--- config.mk ---
export PLATFORM = sky130hd
export DESIGN_NAME = ysyx_23060203_redirect_ctrl
export DESIGN_NICKNAME = d
export VERILOG_FILES = /design/src/rtl/ysyx_23060203_redirect_ctrl.sv
export SDC_FILE = /design/constraint.sdc
export NUM_CORES = 1
export LEC_CHECK = 0
export ABC_AREA = 1
export CAP_MARGIN = 30
export CORE_MARGIN = 8
export CORE_UTILIZATION = 42
export DETAILED_ROUTE_END_ITERATION = 16
export GPL_ROUTABILITY_DRIVEN = 0
export PLACE_DENSITY = 0.95
export REMOVE_ABC_BUFFERS = 1
export SYNTH_ARGS = -nofsm -noshare
export SYNTH_HDL_FRONTEND = slang
export SYNTH_SLANG_ARGS = --single-unit
export TNS_END_PERCENT = 100
--- constraint.sdc ---
create_clock -name clock -period 2.58 [get_ports clock]
set_input_delay 0.387 -clock clock [delete_from_list [all_inputs] [get_ports clock]]
set_output_delay 0.387 -clock clock [all_outputs]
set_load 0.005 [all_outputs]
--- src/rtl/ysyx_23060203_redirect_ctrl.sv ---
// rtl/ysyx_23060203_redirect_ctrl.sv - pipeline flush/drain/redirect sequencer with boot redirect
// Optional REDIRECT_STATS_EN adds saturating event/cycle counters.
module ysyx_23060203_redirect_ctrl #(
  parameter int          PC_W     = 32,
  parameter logic [PC_W-1:0] RESET_PC = 32'h3000_0000,
  parameter int          CNT_W    = 32
) (
  input  logic            clock,
  input  logic            reset,
  input  logic            wb_flush,
  input  logic [PC_W-1:0] wb_dnpc,
  input  logic            wb_fencei,
  input  logic            ex_redir,
  input  logic [PC_W-1:0] ex_dnpc,
  input  logic            ifu_busy,
  input  logic            lsu_busy,
  output logic            flush_all,
  output logic            flush_young,
  output logic            ifu_stall,
  output logic            icache_inval_req,
  input  logic            icache_inval_ack,
  output logic            redir_valid,
  output logic [PC_W-1:0] redir_pc,
  input  logic            redir_ready,
`ifdef REDIRECT_STATS_EN
  output logic [CNT_W-1:0] stat_flush_cnt,
  output logic [CNT_W-1:0] stat_fencei_cnt,
  output logic [CNT_W-1:0] stat_branch_cnt,
  output logic [CNT_W-1:0] stat_drain_cyc,
`endif
  output logic            busy
);

  typedef enum logic [2:0] {
    ST_BOOT  = 3'd0,
    ST_IDLE  = 3'd1,
    ST_DRAIN = 3'd2,
    ST_INVAL = 3'd3,
    ST_REDIR = 3'd4
  } state_t;

  state_t          state_q, state_d;
  logic [PC_W-1:0] target_q, target_d;
  logic            fencei_q, fencei_d;

  logic in_idle;
  logic take_wb;
  logic take_ex;

  assign in_idle = (state_q == ST_IDLE);
  // wb_flush belongs to an older instruction, so it wins over a same-cycle ex_redir.
  assign take_wb = in_idle && wb_flush && !reset;
  assign take_ex = in_idle && ex_redir && !wb_flush && !reset;

  always_comb begin
    state_d  = state_q;
    target_d = target_q;
    fencei_d = fencei_q;
    case (state_q)
      ST_BOOT: begin
        if (redir_ready) state_d = ST_IDLE;
      end
      ST_IDLE: begin
        if (take_wb) begin
          state_d  = ST_DRAIN;
          target_d = wb_dnpc;
          fencei_d = wb_fencei;
        end else if (take_ex) begin
          state_d  = ST_REDIR;
          target_d = ex_dnpc;
        end
      end
      ST_DRAIN: begin
        if (!ifu_busy && !lsu_busy) state_d = fencei_q ? ST_INVAL : ST_REDIR;
      end
      ST_INVAL: begin
        if (icache_inval_ack) state_d = ST_REDIR;
      end
      ST_REDIR: begin
        if (redir_ready) state_d = ST_IDLE;
      end
      default: state_d = ST_BOOT;
    endcase
  end

  always_ff @(posedge clock) begin
    if (reset) begin
      state_q  <= ST_BOOT;
      target_q <= RESET_PC;
      fencei_q <= 1'b0;
    end else begin
      state_q  <= state_d;
      target_q <= target_d;
      fencei_q <= fencei_d;
    end
  end

  assign flush_all        = take_wb;
  assign flush_young      = take_ex;
  assign ifu_stall        = !in_idle;
  assign busy             = !in_idle;
  assign icache_inval_req = (state_q == ST_INVAL);
  assign redir_valid      = (state_q == ST_BOOT) || (state_q == ST_REDIR);
  assign redir_pc         = (state_q == ST_BOOT) ? {RESET_PC[PC_W-1:2], 2'b00}
                                                 : {target_q[PC_W-1:2], 2'b00};

`ifdef REDIRECT_STATS_EN
  logic [CNT_W-1:0] flush_cnt_q, flush_cnt_d;
  logic [CNT_W-1:0] fencei_cnt_q, fencei_cnt_d;
  logic [CNT_W-1:0] branch_cnt_q, branch_cnt_d;
  logic [CNT_W-1:0] drain_cyc_q, drain_cyc_d;
  logic             in_wait;

  assign in_wait = (state_q == ST_DRAIN) || (state_q == ST_INVAL);

  always_comb begin
    flush_cnt_d  = flush_cnt_q;
    fencei_cnt_d = fencei_cnt_q;
    branch_cnt_d = branch_cnt_q;
    drain_cyc_d  = drain_cyc_q;
    if (take_wb && !(&flush_cnt_q))                fencei_cnt_d = fencei_cnt_q;
    if (take_wb && !(&flush_cnt_q))                flush_cnt_d  = flush_cnt_q + 1'b1;
    if (take_wb && wb_fencei && !(&fencei_cnt_q))  fencei_cnt_d = fencei_cnt_q + 1'b1;
    if (take_ex && !(&branch_cnt_q))               branch_cnt_d = branch_cnt_q + 1'b1;
    if (in_wait && !(&drain_cyc_q))                drain_cyc_d  = drain_cyc_q + 1'b1;
  end

  always_ff @(posedge clock) begin
    if (reset) begin
      flush_cnt_q  <= '0;
      fencei_cnt_q <= '0;
      branch_cnt_q <= '0;
      drain_cyc_q  <= '0;
    end else begin
      flush_cnt_q  <= flush_cnt_d;
      fencei_cnt_q <= fencei_cnt_d;
      branch_cnt_q <= branch_cnt_d;
      drain_cyc_q  <= drain_cyc_d;
    end
  end

  assign stat_flush_cnt  = flush_cnt_q;
  assign stat_fencei_cnt = fencei_cnt_q;
  assign stat_branch_cnt = branch_cnt_q;
  assign stat_drain_cyc  = drain_cyc_q;
`endif

endmodule

==> impl_metrics.toml <==
[setup_path]
endpoint_kind = "output port"
start_kind = "register"
path_depth = 6
cpMostUsedCell = "nor2_1"
ff2ff_setup_slack_ps = 830
path_buf_inv = 3
critical_path_class = "reg -> out"
crit_required_ps = 2190
reg2reg_from = "state_q[2]"
crit_end = "redir_pc[20]"
worstSetupStartpoint = "state_q[0]"
reg2reg_to = "target_q[12]"
critPathTopFamily = "buffers and inverters"
critical_path.max_fanout = 11
crit_path_top_delay_cell = "clkdlybuf4s50_1"
crit_chain = "nor2_1, nand2_1, inv_1, buf_4, nor2_1, clkdlybuf4s50_1"
r2r_cells = 8
critPathMaxStageDelay_ps = 450
crit_arrival_ps = 2010

[power]
p_comb_share_pct = 37.5
p_leak_uw = 0.001451
p_sw_uw = 504.2
p_int_uw = 1066
power_uw = 1570
pwr-share-clk_pct = 22.6
p_sw_share_pct = 32.12
pwr_density_cell_nw_per_um2 = 500.4
ir_drop_mv = 0.3270
p_seq_share_pct = 39.9

[sta]
slew_viol_final = 0
period_minus_slack_ps = 2401
slew_headroom_pct = 65.47
worst-slew-pin-transition_ps = 517.1
hold_viol_final = 0
post-route-period-util_pct = 93.08
max_freq_mhz = 416.4
setup_viol = 0
clock_skew_ps = 3.444
rsz0062_at_grt = "no"
tns_ps = 0

[floorplan]
die_h_um = 85.30
ios = 111
num_rows = 25
die_w_um = 85.30
fp.coreArea_um2 = 4692
initial_core_util_pct = 42.99
dieArea_um2 = 7276

[clock_tree]
numCtsBuffers = 5
clock_sinks = 34
hold_buffers = 0
cts_buffer_depth = 2
htree_levels = 2
cts_setup_buffers = 0
cts_tree = "yes"
ctsResizeCount = 0
clk_pin_slew_ps = 70
cts_root_buf = "clkbuf_8"
clkLatencyLatePin_ps = 270

[drt]
first_iter_violations = 72
dr.pass1.iters = 4
vias = 2342
wl_per_cell_um = 12.27
viasPerCell = 4.610
wirelength_um = 6234
drc = 0
drtAntennaViolNets = 0

[yosys]
synth_warnings = 0
synth_cell_types = 19
synth_area_per_cell_um2 = 5.666
syn_area_um2 = 2017
ys_ff_latch = 34
syn_inst = 356
synth-seq-area-share_pct = 33.75

[layout]
fill_cells = 431
nets = 527
postLayoutCellArea_um2 = 3138
syn_to_final_growth_pct = 55.58
diodes = 0
drive_above_1_share_pct = 5.066

[run]
maxCapViolCount = 0

[grt]
grtUsageTotal_pct = 17.63
grt_max_degree = 35
grt_pass1_vias = 2370
antenna_found_initial = 0
overflow = 0
grt_first_pass_wirelength_um = 10710

[place]
placed_area_um2 = 3059
numPortBuffers = 104
hpwl_um = 4856

[hold_path]
hp-class = "reg -> reg"

[status]
outcome = "complete, no violations"
==> power groups by stage <==
stage	clock (µW)	sequential, µW	combinational (µW)
global placement	0	632	579
floorplan	0	626	272
finish	355	626	589
CTS	364	625	598
global route	388	634	662
detailed placement	0	636	597
==> worst min-delay path by stage <==
stage	startpoint	endpoint	depth (start not counted)
final	target_q[29]	target_q[29]	2
after global routing	target_q[29]	target_q[29]	2
after CTS	target_q[29]	target_q[29]	2
after detailed placement	target_q[28]	target_q[28]	2
after global placement	target_q[28]	target_q[28]	2
after floorplan	target_q[28]	target_q[28]	2
==> kinds of logic (layout without fill, tap and decap cells) <==
kind of cell / Yosys count / after routing / synth area share [%]
AO/OA/AOI/OAI: 33 / 33 / 8.188
buffers and inverters: 70 / 167 / 15.82
flip-flops: 34 / 34 / 33.75
other: 1 / 2 / 0.1859
AND/OR/NAND/NOR: 218 / 218 / 42.06
==> Yosys cell counts <==
master | instances | area [µm²]
clkbuf_1 | 5 | 18.77
nor2_4 | 1 | 11.26
nor2_1 | 103 | 386.6
inv_2 | 4 | 15.01
buf_4 | 7 | 52.55
o21ai_0 | 25 | 125.1
inv_1 | 45 | 168.9
buf_6 | 3 | 33.78
and2_1 | 1 | 6.260
nand2_1 | 104 | 390.4
o21ai_1 | 7 | 35.03
buf_2 | 6 | 30.03
a21oi_1 | 1 | 5.000
nand3_1 | 5 | 25.02
or2_2 | 2 | 12.51
nand2_2 | 1 | 6.260
conb_1 | 1 | 3.750
nand3_2 | 1 | 10.01
dfxtp_1 | 34 | 680.7
==> worst min-delay path, cell delays in order (launching register included) <==
cell and delay [ps]:
dfxtp_1 320, nand2_1 50, nand3_1 70
==> flip-flops by register name, indices dropped and copies added, names as in the netlist <==
| name | cells |
|---|---|
| target_q | 30 |
| fencei_q | 1 |
| state_q | 3 |
==> layout make-up <==
type / count / area, µm² / share of cell area, %
Timing Repair Buffer: 111 / 1106 / 35.25
Inverter: 49 / 183.9 / 5.861
Clock buffer: 5 / 68.82 / 2.193
Sequential cell: 34 / 680.7 / 21.69
Multi-Input combinational cell: 253 / 1021 / 32.54
Tap cell: 54 / 67.56 / 2.153
Clock inverter: 2 / 10.01 / 0.3190
==> per-stage QoR <==
stage	setup WS [ps]	instances	utilization, %	hold slack [ps]
after floorplan	140.1	336	-	434.5
after global routing	52.45	508	66.88	489.4
final	178.5	508	66.88	467.8
after CTS	157.3	508	66.88	474.6
after detailed placement	347.4	501	65.20	454.8
after global placement	415.8	501	65.20	447.9
==> layout by cell type (no fill, tap or decap) <==
cell	n
dfxtp_1	34
conb_1	2
or2_2	2
nor2_1	103
nand2_1	104
clkdlybuf4s50_1	104
nor2_4	1
a21oi_1	1
nand2_2	1
o21ai_1	7
nand3_2	1
buf_12	1
buf_4	6
inv_1	45
clkinv_2	2
and2_1	1
nand3_1	5
o21ai_0	25
inv_2	4
clkbuf_8	5
==> metal layers <==
| metal | routed length [µm] | vias to the layer above | share of wire (%) | GRT usage [%] |
|---|---|---|---|---|
| met2 | 3161 | 67 | 51 | 31.89 |
| met3 | 465 | 4 | 7.5 | 6.178 |
| met1 | 2557 | 1036 | 41 | 19.09 |
| met5 | 0 | - | 0 | 0 |
| met4 | 49 | 0 | 0.79 | 4.140 |
| li1 | - | 1235 | - | - |
(Power assumes the default switching activity.)
